[src/rtl/scan_op_controller.sv]
// scan_op_controller: issues one seqOp per host command to the SequencerGroup array of a DRAM
// row, waits out the array pipeline, samples compare / insert-point / row-full and returns one
// response per command. One command is in flight at a time.
// Optional build macro SCAN_OP_CTRL_ONEHOT_CHK_EN: flags a multi-hot insPtVec or an {eq,lt}=11
// compare on rspErr. Without it rspErr is tied 0.
module scan_op_controller #(
    parameter int unsigned NUM_GROUPS = 32,
    parameter int unsigned SCAN_LAT   = 3,   // issue cycle to sample cycle, minimum 2
    parameter int unsigned GRP_BITS   = $clog2(NUM_GROUPS),
    parameter int unsigned TGT_BITS   = 16,
    parameter int unsigned OP_BITS    = 3
) (
    input  logic                  clk,
    input  logic                  reset,
    input  logic                  cmdValid,
    output logic                  cmdReady,
    input  logic [1:0]            cmdKind,
    input  logic                  cmdRowInx,
    input  logic [TGT_BITS-1:0]   cmdTarget,
    output logic [OP_BITS-1:0]    seqOp,
    output logic [TGT_BITS-1:0]   target,
    output logic                  rowType,
    input  logic [1:0]            grpRslt,    // {eq, lt}
    input  logic [NUM_GROUPS-1:0] insPtVec,
    input  logic [NUM_GROUPS-1:0] rowFullVec,
    output logic                  rspValid,
    input  logic                  rspReady,
    output logic                  rspEq,
    output logic                  rspLt,
    output logic [GRP_BITS-1:0]   rspInsGrp,
    output logic                  rspInsHit,
    output logic                  rspRowFull,
    output logic                  rspErr
);

    localparam logic [OP_BITS-1:0] OP_NOOP  = OP_BITS'(0);
    localparam logic [OP_BITS-1:0] OP_CFG_C = OP_BITS'(1);
    localparam logic [OP_BITS-1:0] OP_CFG_G = OP_BITS'(2);
    localparam logic [OP_BITS-1:0] OP_SCAN  = OP_BITS'(3);
    localparam logic [OP_BITS-1:0] OP_SCIN  = OP_BITS'(4);

    localparam int unsigned CNT_BITS = $clog2(SCAN_LAT);

    typedef enum logic [2:0] {
        StIdle,
        StIssue,
        StWait,
        StSample,
        StResp
    } state_e;

    state_e              state;
    logic [1:0]          kindQ;
    logic [CNT_BITS-1:0] waitCnt;

    logic [GRP_BITS-1:0] insGrpC;
    logic                insHitC;

    function automatic logic [OP_BITS-1:0] opMap(input logic [1:0] kind);
        case (kind)
            2'd0:    opMap = OP_CFG_C;
            2'd1:    opMap = OP_CFG_G;
            2'd2:    opMap = OP_SCAN;
            default: opMap = OP_SCIN;
        endcase
    endfunction

    // Lowest set insert-point wins; scanning downwards lets lower indices overwrite higher ones.
    always_comb begin
        insGrpC = '0;
        insHitC = 1'b0;
        for (int i = NUM_GROUPS - 1; i >= 0; i--) begin
            if (insPtVec[i]) begin
                insGrpC = GRP_BITS'(i);
                insHitC = 1'b1;
            end
        end
    end

    // Command sequencer: accept, issue one opcode cycle, wait the pipeline, sample, respond.
    always_ff @(posedge clk or posedge reset) begin
        if (reset) begin
            state      <= StIdle;
            kindQ      <= 2'd0;
            waitCnt    <= '0;
            cmdReady   <= 1'b1;
            seqOp      <= OP_NOOP;
            target     <= '0;
            rowType    <= 1'b0;
            rspValid   <= 1'b0;
            rspEq      <= 1'b0;
            rspLt      <= 1'b0;
            rspInsGrp  <= '0;
            rspInsHit  <= 1'b0;
            rspRowFull <= 1'b0;
        end else begin
            case (state)
                StIdle: begin
                    if (cmdValid && cmdReady) begin
                        kindQ    <= cmdKind;
                        rowType  <= cmdRowInx;
                        target   <= cmdTarget;
                        seqOp    <= opMap(cmdKind);
                        cmdReady <= 1'b0;
                        state    <= StIssue;
                    end
                end
                StIssue: begin
                    seqOp <= OP_NOOP;
                    if (!kindQ[1]) begin
                        // Config commands are acknowledged with all-zero fields.
                        rspValid <= 1'b1;
                        state    <= StResp;
                    end else begin
                        waitCnt <= CNT_BITS'(SCAN_LAT - 1);
                        state   <= StWait;
                    end
                end
                StWait: begin
                    waitCnt <= waitCnt - CNT_BITS'(1);
                    if (waitCnt == CNT_BITS'(1)) begin
                        state <= StSample;
                    end
                end
                StSample: begin
                    rspEq      <= grpRslt[1];
                    rspLt      <= grpRslt[0];
                    rspInsGrp  <= insGrpC;
                    rspInsHit  <= insHitC;
                    rspRowFull <= |rowFullVec;
                    rspValid   <= 1'b1;
                    state      <= StResp;
                end
                StResp: begin
                    if (rspReady) begin
                        rspValid   <= 1'b0;
                        rspEq      <= 1'b0;
                        rspLt      <= 1'b0;
                        rspInsGrp  <= '0;
                        rspInsHit  <= 1'b0;
                        rspRowFull <= 1'b0;
                        cmdReady   <= 1'b1;
                        state      <= StIdle;
                    end
                end
                default: begin
                    state <= StIdle;
                end
            endcase
        end
    end

`ifdef SCAN_OP_CTRL_ONEHOT_CHK_EN
    logic errC;

    // Multi-hot insert points or eq&&lt together indicate a broken group chain.
    always_comb begin
        errC = ((insPtVec & (insPtVec - NUM_GROUPS'(1))) != '0) || (grpRslt == 2'b11);
    end

    // Error flag follows the same sample/handshake timing as the other response fields.
    always_ff @(posedge clk or posedge reset) begin
        if (reset) begin
            rspErr <= 1'b0;
        end else if (state == StSample) begin
            rspErr <= errC;
        end else if (state == StResp && rspReady) begin
            rspErr <= 1'b0;
        end
    end
`else
    assign rspErr = 1'b0;
`endif

endmodule

[config.mk]
export PLATFORM = sky130hd
export DESIGN_NAME = scan_op_controller
export DESIGN_NICKNAME = d
export VERILOG_FILES = /design/src/rtl/scan_op_controller.sv
export SDC_FILE = /design/constraint.sdc
export NUM_CORES = 1
export LEC_CHECK = 0
export CELL_PAD_IN_SITES_DETAIL_PLACEMENT = 1
export CELL_PAD_IN_SITES_GLOBAL_PLACEMENT = 1
export CORE_ASPECT_RATIO = 1.75
export CORE_MARGIN = 10
export CORE_UTILIZATION = 24
export DETAILED_ROUTE_END_ITERATION = 16
export GPL_ROUTABILITY_DRIVEN = 0
export HOLD_SLACK_MARGIN = 0.06
export PLACE_DENSITY_LB_ADDON = 0.1
export SLEW_MARGIN = 5
export SYNTH_ARGS = -nofsm -noshare
export SYNTH_HDL_FRONTEND = slang
export SYNTH_SLANG_ARGS = --single-unit
[constraint.sdc]
create_clock -name clk -period 1.61 [get_ports clk]
set_input_delay 0.322 -clock clk [delete_from_list [all_inputs] [get_ports clk]]
set_output_delay 0.322 -clock clk [all_outputs]
set_load 0.02 [all_outputs]
==> out/summary.json, run 1 <==
{
  "yosys": {
    "synth_edf_count": 0,
    "synth.top_cell.area_share_pct": 45.2,
    "synth_top_cells_by_area": "sky130_fd_sc_hd__dfrtp_1 (45%), sky130_fd_sc_hd__mux2_1 (8.5%), sky130_fd_sc_hd__nor2_1 (4.5%)",
    "synth_most_common_cell": "sky130_fd_sc_hd__dfrtp_1",
    "synth-async-reset-ratio_pct": 100,
    "synth.distinct_cells": 43,
    "synthCells": 205,
    "synth_commonest_cells": "sky130_fd_sc_hd__dfrtp_1 (36), sky130_fd_sc_hd__nor2_1 (24), sky130_fd_sc_hd__nand2_1 (17), sky130_fd_sc_hd__mux2_1 (15), sky130_fd_sc_hd__nor4_1 (14)",
    "avgSynthCellArea_um2": 9.72,
    "synth_seq_area_share_pct": 46.5,
    "synth.ff_latch_count": 37,
    "largest_area_contributor_in_the_netlist": "sky130_fd_sc_hd__dfrtp_1",
    "synth_flop_cell": "sky130_fd_sc_hd__dfrtp_1",
    "yosys_warnings": 0,
    "post_synth_instance_area_um2": 1990,
    "synth_nets": 298
  },
  "worst_hold_path": {
    "worstHoldPathType": "in2async"
  },
  "clocking": {
    "cts_tree": "built",
    "clock_sink_count": 37,
    "cts-root-buf": "sky130_fd_sc_hd__clkbuf_16",
    "cts.reportedPaths.clkPinSlew_ps": 60,
    "cts-root-to-sink-buffers": 2,
    "worst_skew_pair_latency_ps": 280,
    "cts_htree_levels": 2,
    "cts_hold_buffers": 0,
    "tritoncts.num_buffers": 5
  },
  "worst_setup_path": {
    "timing.critical_path.max_delay_family": "buffers and inverters",
    "critical_path.cell_chain": "clkdlybuf4s50_1",
    "critical_path.n_buffers_inverters": 1,
    "arrival_ps": 1260,
    "worstReg2RegStart": "state[2]$_DFFE_PP0P_",
    "critical_path.max_stage_delay_ps": 630,
    "crit_type": "reg2out",
    "crit_path_max_fanout": 2,
    "critical_path.slowest_cell": "sky130_fd_sc_hd__clkdlybuf4s50_1",
    "cp.required_ps": 1290,
    "end_kind": "primary output",
    "setup.worst_path.start": "rspLt$_DFFE_PP0P_",
    "setup.worst_path.start_class": "flop"
  },
  "drt": {
    "dr_total_vias": 2215,
    "post_drt_via_cell_ratio": 4.86,
    "drt-wirelength-per-cell_um": 17.9,
    "detailedRoute.firstIterationViolations": 42,
    "postRouteAntennaNets": 0,
    "drt-pass1-iter-count": 4,
    "drc_violations_left": 0,
    "detail_route.wirelength_um": 8170
  },
  "layout": {
    "layout_area_growth_over_synthesis_pct": 99.2,
    "final_util_pct": 49.5,
    "design.final.nets": 458,
    "antenna-diode-count": 0,
    "design_area_um2": 3970,
    "drive_above_1_share_pct": 21.0
  },
  "power_and_ir_drop": {
    "power.ir.vdd_worst_v": 0.000896,
    "cellPowerDensity_nw_per_um2": 1250,
    "p_leak_nw": 1.90
  },
  "global_routing": {
    "grt_first_pass_wirelength_um": 12900,
    "grt_start_max_net_pins": 38,
    "grt_resource_usage_total_pct": 13.1,
    "number_of_global_route_vias_before_repair": 2562,
    "antenna_found_initial": 0,
    "grt_remaining_overflow": 0
  },
  "floorplanning": {
    "std_cell_rows": 43,
    "top_level_ports": 121,
    "initial_core_utilization_pct": 24.8,
    "die_width_um": 88.9,
    "coreArea_um2": 8020,
    "dieHeight_um": 141,
    "die-area_um2": 12500
  },
  "timing": {
    "fin_ws_ps": 31.6,
    "final-max-slew-violation-count": 0,
    "report.final.hold_viol_count": 0,
    "timing.clock.skew_ps": 4.18,
    "fmax_ghz": 0.634,
    "maxSlewHeadroom_pct": 64.5,
    "worst-slew-pin-transition_ps": 528,
    "setup_viol_count_final": 0,
    "min_period_ps": 1580,
    "layout_worst_path_cycle_share_pct": 98.0
  },
  "run_status": {
    "status": "finished, final reports clean"
  },
  "placement": {
    "dpl_cell_area_um2": 3590,
    "placement.setup.worst_slack_ps": -317,
    "buffer_ports.inserted": 119,
    "post-dp-hpwl_um": 6770
  },
  "job": {
    "drv_cap": 0
  }
}
## what timing repair did
action | CTS | global route
endpoints found under the setup margin | 6 | 34
setup buffers | 0 | 1
gates cloned | 0 | 0
endpoints found under the hold margin | 0 | 0
pin swaps | 1 | 3
resized for setup | 7 | 42
## power by group
group	switching (mW)	total, mW	leakage (nW)	internal (mW)
Clock	0.384	1.27	0.0938	0.884
Combinational	1.07	2.21	1.32	1.15
Sequential	0.187	1.48	0.480	1.30
## worst paths after layout
| kind | end | slack [ps] | cells after the start |
|---|---|---|---|
| max | rspLt | 30 | 1 |
| min | target[6]$_DFFE_PP0P_ | 390 | 3 |
| max reg2reg | rspInsGrp[2]$_DFFE_PP0P_ | 80 | 5 |
| min reg2reg | rspRowFull$_DFFE_PP0P_ | 460 | 2 |
| max in group asynchronous | cmdReady$_DFFE_PP1P_ | 950 | 3 |
| min in group clk | rspRowFull$_DFFE_PP0P_ | 460 | 2 |
## area by class of cell
cell class | instances | area, µm²
tap | 90 | 113
fill | 906 | 4050
inverter | 8 | 30.0
multi-input combinational | 153 | 1130
clock inverter | 3 | 65.1
timing repair buffer | 160 | 1580
sequential | 37 | 927
clock buffer | 5 | 125
## through the flow
stage | power [mW] | TNS (ps) | instances | hold WS (ps)
2_1_floorplan | 2.52 | -1.53 | 205 | 431
3_3_place_gp | 3.71 | -4960 | 447 | 453
3_5_place_dp | 3.75 | -5290 | 447 | 461
4_1_cts | 5.05 | 0 | 455 | 397
5_1_grt | 5.29 | -4.61 | 456 | 416
6_report | 4.97 | 0 | 456 | 390
## layer usage
metal	routed length, µm	up-vias	global-route usage, %
li1	-	1066	-
met4	131	0	5.22
met2	4950	56	25.7
met1	2660	1084	11.8
met3	436	9	3.54
met5	0	-	0
## kinds of logic after synthesis
| kind of cell | count (synthesis) | share of synthesized area [%] |
|---|---|---|
| buffers and inverters | 15 | 3.89 |
| and+or+nand+nor | 85 | 21.7 |
| AOI/OAI and AO/OA | 43 | 14.0 |
| adders and majority gates | 4 | 2.51 |
| muxes | 20 | 11.1 |
| DFF | 37 | 46.5 |
| other | 1 | 0.188 |
## flip-flops by register name (all words and copies together) (netlist names)
signal and cells:
waitCnt 2, rspRowFull 1, rowType 1, kindQ 1, target 16, rspValid 1
rspLt 1, rspInsHit 1, seqOp 3, rspEq 1, state 3, rspInsGrp 5
cmdReady 1
## placed cells by master, fill, tap and decap left out, types with 2 or more instances in the layout
master and n:
sky130_fd_sc_hd__a21oi_1 11, sky130_fd_sc_hd__a22o_1 3, sky130_fd_sc_hd__buf_12 3, sky130_fd_sc_hd__buf_4 38
sky130_fd_sc_hd__bufinv_16 2, sky130_fd_sc_hd__clkbuf_16 5, sky130_fd_sc_hd__clkdlybuf4s50_1 98, sky130_fd_sc_hd__dfrtp_1 36
sky130_fd_sc_hd__dlygate4sd2_1 3, sky130_fd_sc_hd__dlymetal6s2s_1 18, sky130_fd_sc_hd__ha_1 4, sky130_fd_sc_hd__inv_1 8
sky130_fd_sc_hd__mux2_1 15, sky130_fd_sc_hd__mux2_2 2, sky130_fd_sc_hd__mux2i_1 3, sky130_fd_sc_hd__nand2_1 16
sky130_fd_sc_hd__nand2b_1 3, sky130_fd_sc_hd__nand3_1 4, sky130_fd_sc_hd__nand3b_1 3, sky130_fd_sc_hd__nand4_1 3
sky130_fd_sc_hd__nor2_1 19, sky130_fd_sc_hd__nor2_2 5, sky130_fd_sc_hd__nor2b_1 3, sky130_fd_sc_hd__nor3_1 5
sky130_fd_sc_hd__nor4_1 9, sky130_fd_sc_hd__nor4_2 3, sky130_fd_sc_hd__nor4_4 2, sky130_fd_sc_hd__o21ai_0 10
sky130_fd_sc_hd__o21ai_1 3, sky130_fd_sc_hd__o31ai_1 2
Note: power is estimated with default switching activity, not from simulation.
==> run 2: changes to the inputs <==
--- a/config.mk
+++ b/config.mk
@@ -10,10 +10,12 @@
 export CORE_ASPECT_RATIO = 1.75
 export CORE_MARGIN = 10
 export CORE_UTILIZATION = 24
+export CTS_CLUSTER_SIZE = 14
 export DETAILED_ROUTE_END_ITERATION = 16
 export GPL_ROUTABILITY_DRIVEN = 0
 export HOLD_SLACK_MARGIN = 0.06
 export PLACE_DENSITY_LB_ADDON = 0.1
+export SETUP_SLACK_MARGIN = 0.15
 export SLEW_MARGIN = 5
 export SYNTH_ARGS = -nofsm -noshare
 export SYNTH_HDL_FRONTEND = slang
==> out/summary.json, run 2 (synthesis gave the netlist of run 1 again) <==
{
  "run_status": {
    "status": "finished, final reports clean"
  },
  "worst_hold_path": {
    "worstHoldPathType": "in2async"
  },
  "floorplanning": {
    "die-area_um2": 12500,
    "initial_core_utilization_pct": 24.8,
    "std_cell_rows": 43,
    "top_level_ports": 121,
    "coreArea_um2": 8020,
    "dieHeight_um": 141,
    "die_width_um": 88.9
  },
  "worst_setup_path": {
    "arrival_ps": 1760,
    "crit_path_max_fanout": 3,
    "setup.worst_path.start_class": "flop",
    "critical_path.slowest_cell": "sky130_fd_sc_hd__or4b_4",
    "critical_path.cell_chain": "and2b_4 > and2_4 > nand3_4 > or4b_4 > o221ai_2",
    "critical_path.max_stage_delay_ps": 480,
    "timing.critical_path.max_delay_family": "simple AND/OR/NAND/NOR gates",
    "end_kind": "flop",
    "crit_type": "reg2reg",
    "critical_path.n_buffers_inverters": 0,
    "cp.required_ps": 1810
  },
  "timing": {
    "setup_viol_count_final": 0,
    "fin_setup_tns_ps": 0,
    "timing.clock.skew_ps": 6.25,
    "report.final.hold_viol_count": 0,
    "rsz_0062_raised_after_global_routing": "yes",
    "finalHoldWorstSlack_ps": 354,
    "fmax_ghz": 0.640,
    "min_period_ps": 1560,
    "final-max-slew-violation-count": 0,
    "layout_worst_path_cycle_share_pct": 97.1
  },
  "global_routing": {
    "grt_resource_usage_total_pct": 13.4,
    "antenna_found_initial": 0,
    "grt_remaining_overflow": 0,
    "grt_start_max_net_pins": 26,
    "grt_first_pass_wirelength_um": 13000,
    "number_of_global_route_vias_before_repair": 2539
  },
  "placement": {
    "dp.cells": 448,
    "post-dp-hpwl_um": 6830,
    "buffer_ports.inserted": 119,
    "dpl_cell_area_um2": 3570
  },
  "clocking": {
    "cts-root-to-sink-buffers": 2,
    "cts_hold_buffers": 0,
    "clock_sink_count": 37,
    "cts-root-buf": "sky130_fd_sc_hd__clkbuf_16",
    "worst_skew_pair_latency_ps": 280,
    "cts.reportedPaths.clkPinSlew_ps": 60,
    "cts_htree_levels": 2,
    "tritoncts.num_buffers": 5,
    "cts_tree": "built"
  },
  "drt": {
    "post_drt_via_cell_ratio": 4.80,
    "detail_route.wirelength_um": 8350,
    "drt-pass1-iter-count": 4,
    "dr_total_vias": 2216,
    "drc_violations_left": 0,
    "drt-wirelength-per-cell_um": 18.1,
    "postRouteAntennaNets": 0,
    "detailedRoute.firstIterationViolations": 22
  },
  "layout": {
    "design.final.nets": 464,
    "instances_no_fill": 462,
    "layout_top_registers": "target x16, rspInsGrp x5",
    "final_common_cell": "sky130_fd_sc_hd__clkdlybuf4s50_1",
    "largest_reg_flops": 16,
    "drive_above_1_share_pct": 25.8,
    "filler_cell_count": 912,
    "layout_area_growth_over_synthesis_pct": 103,
    "final_cell_mix": "sky130_fd_sc_hd__clkdlybuf4s50_1 (68), sky130_fd_sc_hd__dlygate4sd2_1 (42), sky130_fd_sc_hd__buf_4 (41)",
    "max_flop_register": "target",
    "design_area_um2": 4040,
    "antenna-diode-count": 0
  },
  "power_and_ir_drop": {
    "power.ir.vdd_worst_v": 0.000927,
    "cellPowerDensity_nw_per_um2": 1190,
    "p_leak_nw": 1.90
  },
  "job": {
    "drv_cap": 0
  }
}
[run 2: per-stage QoR]
step,utilization [%],power [mW],setup WS [ps]
2_1_floorplan,-,2.53,-1.53
5_1_grt,50.4,5.13,-29.3
6_report,50.4,4.80,46.5
4_1_cts,47.8,4.75,13.7
3_5_place_dp,44.6,3.73,-374
3_3_place_gp,44.6,3.68,-375
[run 2: layout make-up]
| type | count | area [µm²] | area share [%] |
|---|---|---|---|
| clock buffers | 6 | 139 | 3.44 |
| clock inverters | 2 | 37.5 | 0.929 |
| inverters | 8 | 30.0 | 0.743 |
| multi-input cells | 153 | 1230 | 30.6 |
| flip-flops and latches | 37 | 927 | 22.9 |
| well taps | 90 | 113 | 2.79 |
| repair buffers | 166 | 1560 | 38.6 |
[run 2: path summary, 6_finish.rpt]
kind,from,endpoint,slack (ps),depth (start not counted)
worst max-delay path,state[2]$_DFFE_PP0P_,rspInsGrp[2]$_DFFE_PP0P_,50,5
worst max register to register,state[2]$_DFFE_PP0P_,rspInsGrp[2]$_DFFE_PP0P_,50,5
worst min-delay path,reset,target[1]$_DFFE_PP0P_,350,3
max in group asynchronous,reset,cmdReady$_DFFE_PP1P_,870,3
worst min register to register,target[4]$_DFFE_PP0P_,target[4]$_DFFE_PP0P_,490,1
min in group clk,target[4]$_DFFE_PP0P_,target[4]$_DFFE_PP0P_,490,1
[run 2: timing repair]
item | CTS | global route
pin swaps | 13 | 5
buffers inserted | 2 | 3
setup endpoints to repair | 44 | 27
cloned | 0 | 1
gates resized for setup | 70 | 36
[run 2: worst reg2reg max path, cell delays in order (launching register included)]
cell	delay, ps
sky130_fd_sc_hd__dfrtp_1	380
sky130_fd_sc_hd__and2b_4	260
sky130_fd_sc_hd__and2_4	160
sky130_fd_sc_hd__nand3_4	60
sky130_fd_sc_hd__or4b_4	490
sky130_fd_sc_hd__o221ai_2	130
[run 2: per-layer routing]
layer	global-route usage, %	wire (µm)
met2	26.0	4950
met3	4.30	552
met4	4.02	115
met1	12.2	2730
met5	0	0
[run 2: power breakdown]
group	switching, mW	total [mW]	internal, mW
combinational	1.12	2.14	1.02
clock	0.394	1.17	0.773
sequential	0.198	1.49	1.30
total	1.72	4.80	3.09
==> run 3: changes to the inputs <==
--- a/config.mk
+++ b/config.mk
@@ -9,7 +9,7 @@
 export CELL_PAD_IN_SITES_GLOBAL_PLACEMENT = 1
 export CORE_ASPECT_RATIO = 1.75
 export CORE_MARGIN = 10
-export CORE_UTILIZATION = 24
+export CORE_UTILIZATION = 26
 export CTS_CLUSTER_SIZE = 14
 export DETAILED_ROUTE_END_ITERATION = 16
 export GPL_ROUTABILITY_DRIVEN = 0
==> constraint.sdc (replaced) <==
create_clock -name clk -period 1.74 [get_ports clk]
set_input_delay 0.348 -clock clk [delete_from_list [all_inputs] [get_ports clk]]
set_output_delay 0.348 -clock clk [all_outputs]
set_load 0.02 [all_outputs]
==> out/summary.json, run 3 (synthesis gave the netlist of run 1 again) <==
{
  "run_status": {
    "status": "finished, final reports clean"
  },
  "layout": {
    "design_area_um2": 3800,
    "final_cell_mix": "sky130_fd_sc_hd__clkdlybuf4s50_1 (80), sky130_fd_sc_hd__buf_4 (39), sky130_fd_sc_hd__dfrtp_1 (36)",
    "final_common_cell": "sky130_fd_sc_hd__clkdlybuf4s50_1",
    "filler_cell_count": 828,
    "largest_reg_flops": 16,
    "layout_area_growth_over_synthesis_pct": 90.6,
    "drive_above_1_share_pct": 20.1,
    "layout_top_registers": "target x16, rspInsGrp x5",
    "design.final.nets": 456,
    "max_flop_register": "target",
    "antenna-diode-count": 0
  },
  "clocking": {
    "worst_skew_pair_latency_ps": 280,
    "tritoncts.num_buffers": 5,
    "cts_tree": "built",
    "cts-root-buf": "sky130_fd_sc_hd__clkbuf_16",
    "cts-root-to-sink-buffers": 2,
    "cts_hold_buffers": 0,
    "cts.reportedPaths.clkPinSlew_ps": 60,
    "clock_sink_count": 37,
    "cts_htree_levels": 2
  },
  "global_routing": {
    "grt_start_max_net_pins": 26,
    "grt_remaining_overflow": 0,
    "grt_resource_usage_total_pct": 13.5,
    "number_of_global_route_vias_before_repair": 2446,
    "grt_first_pass_wirelength_um": 12500,
    "antenna_found_initial": 0
  },
  "timing": {
    "fmax_ghz": 0.630,
    "fin_ws_ps": 153,
    "final-max-slew-violation-count": 0,
    "setup_viol_count_final": 0,
    "layout_worst_path_cycle_share_pct": 91.2,
    "timing.clock.skew_ps": 3.38,
    "rsz_0062_raised_after_global_routing": "yes",
    "finalHoldWorstSlack_ps": 401,
    "report.final.hold_viol_count": 0,
    "min_period_ps": 1590
  },
  "power_and_ir_drop": {
    "design_power_total_mw": 4.06,
    "cellPowerDensity_nw_per_um2": 1070,
    "power.ir.vdd_worst_v": 0.000645,
    "p_leak_nw": 1.81
  },
  "floorplanning": {
    "initial_core_utilization_pct": 26.5,
    "coreArea_um2": 7510,
    "top_level_ports": 121,
    "std_cell_rows": 42,
    "die_width_um": 86.2,
    "dieHeight_um": 136,
    "die-area_um2": 11700
  },
  "worst_setup_path": {
    "crit_path_max_fanout": 3,
    "cp.required_ps": 1960,
    "critical_path.slowest_cell": "sky130_fd_sc_hd__clkdlybuf4s50_1",
    "critical_path.max_stage_delay_ps": 440,
    "crit_type": "in2reg",
    "critical_path.cell_chain": "clkdlybuf4s50_1 > nand2b_1 > a21oi_1 > nor3_2 > a2111oi_2 > a22o_1",
    "end_kind": "flop",
    "arrival_ps": 1810,
    "setup.worst_path.start_class": "input port"
  },
  "placement": {
    "dpl_cell_area_um2": 3530,
    "placement.setup.worst_slack_ps": -287,
    "buffer_ports.inserted": 119,
    "post-dp-hpwl_um": 6770
  },
  "drt": {
    "detailedRoute.firstIterationViolations": 26,
    "postRouteAntennaNets": 0,
    "post_drt_via_cell_ratio": 4.92,
    "dr_total_vias": 2226,
    "drt-pass1-iter-count": 4,
    "detail_route.wirelength_um": 8080,
    "drt-wirelength-per-cell_um": 17.9,
    "drc_violations_left": 0
  },
  "worst_hold_path": {
    "worstHoldPathType": "in2async"
  },
  "job": {
    "drv_cap": 0
  }
}
-- run 3: cell types whose count changed in the layout (fill, tap and decap cells not counted), moves of 3 or more --
cell                              change
sky130_fd_sc_hd__dlygate4sd2_1       -14
sky130_fd_sc_hd__clkdlybuf4s50_1     +12
sky130_fd_sc_hd__nand2_1              +6
sky130_fd_sc_hd__nand2_4              -4
sky130_fd_sc_hd__buf_6                -3
sky130_fd_sc_hd__dlymetal6s2s_1       +3
sky130_fd_sc_hd__o21ai_0              +3
sky130_fd_sc_hd__o21ai_2              -3
-- run 3: timing repair --
action / 4_1_cts / 5_1_grt
pin swaps: 2 / 5
setup buffers: 0 / 1
resized for setup: 39 / 25
endpoints found under the setup margin: 33 / 25
cloned: 0 / 0
-- run 3: final timing paths --
path | slack, ps | cells past startpoint | start | to
max | 150 | 6 | insPtVec[6] | rspInsGrp[0]$_DFFE_PP0P_
min | 400 | 3 | reset | rspInsGrp[2]$_DFFE_PP0P_
max reg2reg | 160 | 5 | state[2]$_DFFE_PP0P_ | rspInsGrp[2]$_DFFE_PP0P_
min reg2reg | 470 | 2 | rspRowFull$_DFFE_PP0P_ | rspRowFull$_DFFE_PP0P_
max in group asynchronous | 970 | 3 | reset | cmdReady$_DFFE_PP1P_
min in group clk | 470 | 2 | rspRowFull$_DFFE_PP0P_ | rspRowFull$_DFFE_PP0P_
-- run 3: critical path: cells and delay by family --
kind	cells	cell delay, ps
AO/OA/AOI/OAI	3	780
buffers and inverters	1	440
AND/OR/NAND/NOR	2	240
-- run 3: cell type report --
cell class	instances	area, µm²	area share, %
multi-input cells	153	1110	29.3
clock inverters	2	10.0	0.264
flip-flops and latches	37	927	24.4
repair buffers	158	1480	38.9
inverters	8	30.0	0.791
clock buffers	6	129	3.39
well taps	88	110	2.90
-- run 3: metal layers --
layer	routed length (µm)	track usage, %	vias to the layer above
met5	0	0	-
met1	2590	12.1	1106
li1	-	-	1064
met2	4980	27.4	48
met4	104	4.14	0
met3	411	3.73	8
-- run 3: report_power, final --
group | internal [mW] | switching, mW
clock | 0.526 | 0.342
combinational | 0.862 | 0.963
sequential | 1.20 | 0.165
total | 2.59 | 1.47
-- run 3: stage by stage --
| stage | utilization (%) | TNS (ps) | std cells |
|---|---|---|---|
| after floorplan | - | 0 | 205 |
| after global placement | 47.0 | -2390 | 443 |
| after detailed placement | 47.0 | -2910 | 443 |
| after CTS | 49.0 | 0 | 451 |
| after global routing | 50.5 | 0 | 452 |
| final | 50.5 | 0 | 452 |
